File: src/rtl/ram_arbiter_pkg.sv
// Shared definitions for the work-RAM arbiter: FSM states, port ids, round-robin pick.
// No logic of its own; imported by the arbiter and its bench.
// The pick helper is purely combinational.
package ram_arbiter_pkg;

    typedef enum logic [1:0] {
        ARB_IDLE   = 2'd0,
        ARB_ACCESS = 2'd1,
        ARB_READ   = 2'd2
    } arb_state_e;

    typedef logic arb_port_t;

    localparam arb_port_t ARB_PORT_A = 1'b0;
    localparam arb_port_t ARB_PORT_B = 1'b1;

    // Round-robin choice: a lone eligible port wins; on contention the port
    // that was not granted last time wins.
    function automatic arb_port_t rr_pick(input logic a_elig,
                                          input logic b_elig,
                                          input arb_port_t last_grant);
        arb_port_t pick;
        if (a_elig && b_elig) begin
            pick = (last_grant == ARB_PORT_A) ? ARB_PORT_B : ARB_PORT_A;
        end else if (a_elig) begin
            pick = ARB_PORT_A;
        end else begin
            pick = ARB_PORT_B;
        end
        return pick;
    endfunction

endpackage

File: src/rtl/ram_arbiter.sv
// Round-robin arbiter sharing one single-port synchronous RAM between CPU (A) and DMA (B).
// Latency from eligible IDLE cycle: write ack in cycle 2, read ack + data in cycle 3.
// Requesters hold fields until ack; a port is never re-granted in its own ack cycle.
module ram_arbiter
    import ram_arbiter_pkg::*;
#(
    parameter int ADDR_WIDTH = 16,
    parameter int DATA_WIDTH = 8
) (
    input  logic                  clk,
    input  logic                  reset_n,

    input  logic                  a_req,
    input  logic                  a_wr,
    input  logic [ADDR_WIDTH-1:0] a_addr,
    input  logic [DATA_WIDTH-1:0] a_wr_data,
    output logic                  a_ack,
    output logic [DATA_WIDTH-1:0] a_rd_data,

    input  logic                  b_req,
    input  logic                  b_wr,
    input  logic [ADDR_WIDTH-1:0] b_addr,
    input  logic [DATA_WIDTH-1:0] b_wr_data,
    output logic                  b_ack,
    output logic [DATA_WIDTH-1:0] b_rd_data,

    output logic [ADDR_WIDTH-1:0] ram_addr,
    output logic [DATA_WIDTH-1:0] ram_wr_data,
    output logic                  ram_wr_en,
    input  logic [DATA_WIDTH-1:0] ram_rd_data,

    output logic                  busy
);

    arb_state_e            state_q;
    arb_port_t             grant_q;
    arb_port_t             last_grant_q;
    logic [ADDR_WIDTH-1:0] ram_addr_q;
    logic [DATA_WIDTH-1:0] ram_wr_data_q;
    logic                  ram_wr_en_q;
    logic                  a_ack_q;
    logic                  b_ack_q;
    logic [DATA_WIDTH-1:0] a_rd_data_q;
    logic [DATA_WIDTH-1:0] b_rd_data_q;

    logic                  a_elig;
    logic                  b_elig;
    logic                  any_elig;
    arb_port_t             grant_d;
    logic [ADDR_WIDTH-1:0] addr_d;
    logic [DATA_WIDTH-1:0] wr_data_d;
    logic                  wr_d;

    // Eligibility excludes the ack cycle (fields are stale there); select the winner's fields.
    always_comb begin
        a_elig    = a_req && !a_ack_q;
        b_elig    = b_req && !b_ack_q;
        any_elig  = a_elig || b_elig;
        grant_d   = rr_pick(a_elig, b_elig, last_grant_q);
        addr_d    = (grant_d == ARB_PORT_A) ? a_addr    : b_addr;
        wr_data_d = (grant_d == ARB_PORT_A) ? a_wr_data : b_wr_data;
        wr_d      = (grant_d == ARB_PORT_A) ? a_wr      : b_wr;
    end

    // Arbitration FSM with registered RAM controls, acks and read-data holding registers.
    always_ff @(posedge clk or negedge reset_n) begin
        if (!reset_n) begin
            state_q       <= ARB_IDLE;
            grant_q       <= ARB_PORT_A;
            last_grant_q  <= ARB_PORT_B;
            ram_addr_q    <= '0;
            ram_wr_data_q <= '0;
            ram_wr_en_q   <= 1'b0;
            a_ack_q       <= 1'b0;
            b_ack_q       <= 1'b0;
            a_rd_data_q   <= '0;
            b_rd_data_q   <= '0;
        end else begin
            a_ack_q <= 1'b0;
            b_ack_q <= 1'b0;
            case (state_q)
                ARB_IDLE: begin
                    if (any_elig) begin
                        state_q       <= ARB_ACCESS;
                        grant_q       <= grant_d;
                        last_grant_q  <= grant_d;
                        ram_addr_q    <= addr_d;
                        ram_wr_data_q <= wr_data_d;
                        ram_wr_en_q   <= wr_d;
                    end
                end
                ARB_ACCESS: begin
                    // RAM samples address/data at the end of this cycle.
                    if (ram_wr_en_q) begin
                        ram_wr_en_q <= 1'b0;
                        state_q     <= ARB_IDLE;
                        if (grant_q == ARB_PORT_A) begin
                            a_ack_q <= 1'b1;
                        end else begin
                            b_ack_q <= 1'b1;
                        end
                    end else begin
                        state_q <= ARB_READ;
                    end
                end
                ARB_READ: begin
                    state_q <= ARB_IDLE;
                    if (grant_q == ARB_PORT_A) begin
                        a_rd_data_q <= ram_rd_data;
                        a_ack_q     <= 1'b1;
                    end else begin
                        b_rd_data_q <= ram_rd_data;
                        b_ack_q     <= 1'b1;
                    end
                end
                default: begin
                    state_q     <= ARB_IDLE;
                    ram_wr_en_q <= 1'b0;
                end
            endcase
        end
    end

    assign ram_addr    = ram_addr_q;
    assign ram_wr_data = ram_wr_data_q;
    assign ram_wr_en   = ram_wr_en_q;
    assign a_ack       = a_ack_q;
    assign b_ack       = b_ack_q;
    assign a_rd_data   = a_rd_data_q;
    assign b_rd_data   = b_rd_data_q;
    assign busy        = (state_q != ARB_IDLE);

endmodule

File: config.mk
export PLATFORM = sky130hd
export DESIGN_NAME = ram_arbiter
export DESIGN_NICKNAME = d
export VERILOG_FILES = /design/src/rtl/ram_arbiter_pkg.sv /design/src/rtl/ram_arbiter.sv
export SDC_FILE = /design/constraint.sdc
export NUM_CORES = 1
export LEC_CHECK = 0
export CORE_MARGIN = 2
export CORE_UTILIZATION = 40
export DETAILED_ROUTE_END_ITERATION = 12
export PLACE_DENSITY_LB_ADDON = 0.1
export RECOVER_POWER = 25
export SLEW_MARGIN = 20
export SYNTH_ARGS = -nofsm -noshare
export SYNTH_HDL_FRONTEND = slang
export SYNTH_SLANG_ARGS = --single-unit
File: constraint.sdc
create_clock -name clk -period 2.7 [get_ports clk]
set_input_delay 0.54 -clock clk [delete_from_list [all_inputs] [get_ports clk]]
set_output_delay 0.54 -clock clk [all_outputs]
set_load 0.005 [all_outputs]
==> run metrics <==
post-cts hold buffer count=0; count of maximum capacitance violations=0; horizontal extent of the die=84.16 um; commonest cells after routing, fill and taps aside=sky130_fd_sc_hd__clkdlybuf4s50_1 (104), sky130_fd_sc_hd__dfrtp_1 (46), sky130_fd_sc_hd__and3b_1 (25); Power Dens Cells=between 1000 and 1500 nW/um2; Post-Route Setup TNS=0 ns; Clock Skew=approximately 0.013 ns; worst skew pair latency=around 0.3 ns; Area contributors post-synth=sky130_fd_sc_hd__dfrtp_1 (45%), sky130_fd_sc_hd__a221oi_2 (11%), sky130_fd_sc_hd__and3b_1 (8.5%); kind of start point of the critical path=register; detailed-routing iteration count for the pre-antenna-repair pass=4; number of cells in the finished layout apart from fillers=between 300 and 400; Post-Synthesis Net Count=279; global-route wire length before repair=approximately 11000 um; Slew Limit Fails=0; worst-path cell chain=inv_1 > ha_1 > inv_2 > clkdlybuf4s50_1; number of diodes added for antenna fixing=0; overall track demand over capacity in global routing=roughly a fifth; count of buffer and inverter cells on the critical path=3; buffer type at the clock tree root=sky130_fd_sc_hd__clkbuf_8; largest net degree at the start of global routing=27; Tightest Pin Transition=1.109 ns; Num CTS Buffers=5; run status=complete, no violations; fin worst setup slack=0.3005 ns; clock sinks=47; Bufs on Longest Clock Path=2; num rows=29; tightest hold margin=0.1360 ns; per-cell routed wire length=roughly 17 um; Cell Area, Synth=between 2000 and 3000 um2; fraction of final layout cells sized beyond drive strength 1=between 10% and 20%; number of nets in the finished design=~380; Fmax=416.8 MHz; endpoints failing setup=0; CP Depth=4; # H-tree levels=2; estimated wirelength of the detail-placed design=between 4000 and 5000 um; vias in the first global route=between 2000 and 2500; Placed Cells incl. Taps=around 390; violation count after the first detailed-route iteration=between 100 and 150; Die Footprint=7082 um2; number of distinct standard cells referenced by the synthesized netlist=32; core area=6277 um2; port bufs=between 100 and 150; kind of critical path=register to output pin; arrival time worst endpoint=about 1.9 ns; area of all placed cells without fillers=between 3000 and 4000 um2; gate count after technology mapping=214; vias after detailed routing=~2200; proportion of register bits with asynchronous set or reset after synthesis=100.0%; Lkg Pwr=approximately 1.5 nW; end point of the critical path=busy; critical path's top delay family=buffers and inverters; commonest register cell after synthesis=sky130_fd_sc_hd__dfrtp_1; routability cong.=0.7703; Required @ worst endpoint=2.16 ns; Power, Total=3.797 mW; average instance area after synthesis=between 10 and 15 um2; leading cell type in the layout, fill and taps excluded=sky130_fd_sc_hd__clkdlybuf4s50_1; FF-to-FF Start=state_q[0]$_DFFE_PN0P_; vertical die dimension=about 84 um; fin crit period=between 2 and 2.5 ns; initial standard-cell utilization of the core=40.94%; fin util=60.33%; worst-path maximum fanout=14; Placement Setup Slack=~0.49 ns; flip-flop and latch count after synthesis=47; leftover overflow at the end of global routing=0; Hold WC Path Type=input port to async pin; cell area reported after detailed placement=around 3700 um2; crit path max-delay cell type=sky130_fd_sc_hd__clkdlybuf4s50_1; flop-to-flop setup slack=0.82 ns; clock slew at the register clock pins of the worst setup and hold paths=0.10 ns; portion of the post-synthesis area used by sequential elements=between 40% and 50%; total of warnings raised by yosys=0; P&R area growth vs syn=47.37%; share of the clock period used by the worst path after layout=about nine tenths; total setup buffers inserted after CTS=0; wire length after detailed routing=~6900 um; antenna violations before repair=0; Hold Violations, Final=0; leading area contributor after synthesis=sky130_fd_sc_hd__dfrtp_1; Max IR drop VDD=around 0.00047 V; Resized Gates After CTS=0; TritonCTS clock tree=done; post-detailed-route count of antenna-violating nets=0; worst slew margin relative to its limit=a little over a quarter; setup repair after global routing missed its margin=no; area share of the largest cell type after synthesis=between 40 and 50%; num ports=approximately 110; endpoint of the lowest-slack register-to-register path=grant_q$_DFFE_PN0P_; EDFF count, synth=0; number of remaining DRC errors=0; R2R depth=7; via-per-instance ratio=about 5.6; Crit path largest cell delay=0.57 ns; first element of the critical path=state_q[0]$_DFFE_PN0P_; endpoint kind of the worst setup timing path=output pin
==> cell usage after synthesis, types with 3 or more instances <==
cell type,number
sky130_fd_sc_hd__dfrtp_1,46
sky130_fd_sc_hd__and3b_1,25
sky130_fd_sc_hd__a2bb2oi_1,24
sky130_fd_sc_hd__o21ai_0,24
sky130_fd_sc_hd__a221oi_2,18
sky130_fd_sc_hd__mux2_2,16
sky130_fd_sc_hd__buf_2,10
sky130_fd_sc_hd__clkbuf_1,7
sky130_fd_sc_hd__a221oi_1,6
sky130_fd_sc_hd__inv_1,4
sky130_fd_sc_hd__ha_1,3
sky130_fd_sc_hd__nand2b_1,3
sky130_fd_sc_hd__nor2b_1,3
==> final cells by class <==
class / count / area (um2)
multi-input combinational: 139 / 1261
sequential: 47 / 1177
fill: 541 / 2490
clock inverter: 3 / 22.52
inverter: 5 / 18.77
clock buffer: 5 / 68.82
tap: 77 / 96.34
timing repair buffer: 119 / 1142
==> power by group <==
part | switching (mW) | internal (mW)
Combinational | 0.824 | 1.26
Clock | 0.261 | 0.186
Sequential | 0.205 | 1.06
Total | 1.29 | 2.51
==> logic make-up after synthesis <==
group	after synthesis	share of synthesized area, %
buf+inv	28	5.501
fa+ha+maj	3	1.461
compound gates	81	28.29
mux	16	7.011
flops	47	45.81
simple gates	39	11.93
==> worst min-delay path by stage <==
stage                     depth (start not counted)  slack (ns)                       end    start
after CTS                                         1        0.05  b_rd_data[0]$_DFFE_PN0P_  reset_n
after global placement                            1        0.39  a_rd_data[0]$_DFFE_PN0P_  reset_n
after floorplan                                   0        0.24           a_ack$_DFF_PN0_  reset_n
final                                             1        0.14  b_rd_data[2]$_DFFE_PN0P_  reset_n
after global routing                              1        0.15  b_rd_data[0]$_DFFE_PN0P_  reset_n
after detailed placement                          1        0.40  b_rd_data[2]$_DFFE_PN0P_  reset_n
==> metal layers <==
layer	share of wire, %	track usage (%)	routed length, um
met1	45	27.25	3096
met2	47	31.24	3278
met3	6.8	5.015	472
met4	0.88	5.425	61
met5	0	0	0
==> state kept, by name, indices dropped and copies added, names as in the netlist <==
signal        flops
state_q           2
ram_addr         16
a_rd_data         8
b_rd_data         8
grant_q           1
a_ack             1
last_grant_q      1
b_ack             1
ram_wr_en         1
ram_wr_data       8
(Power assumes the default switching activity.)
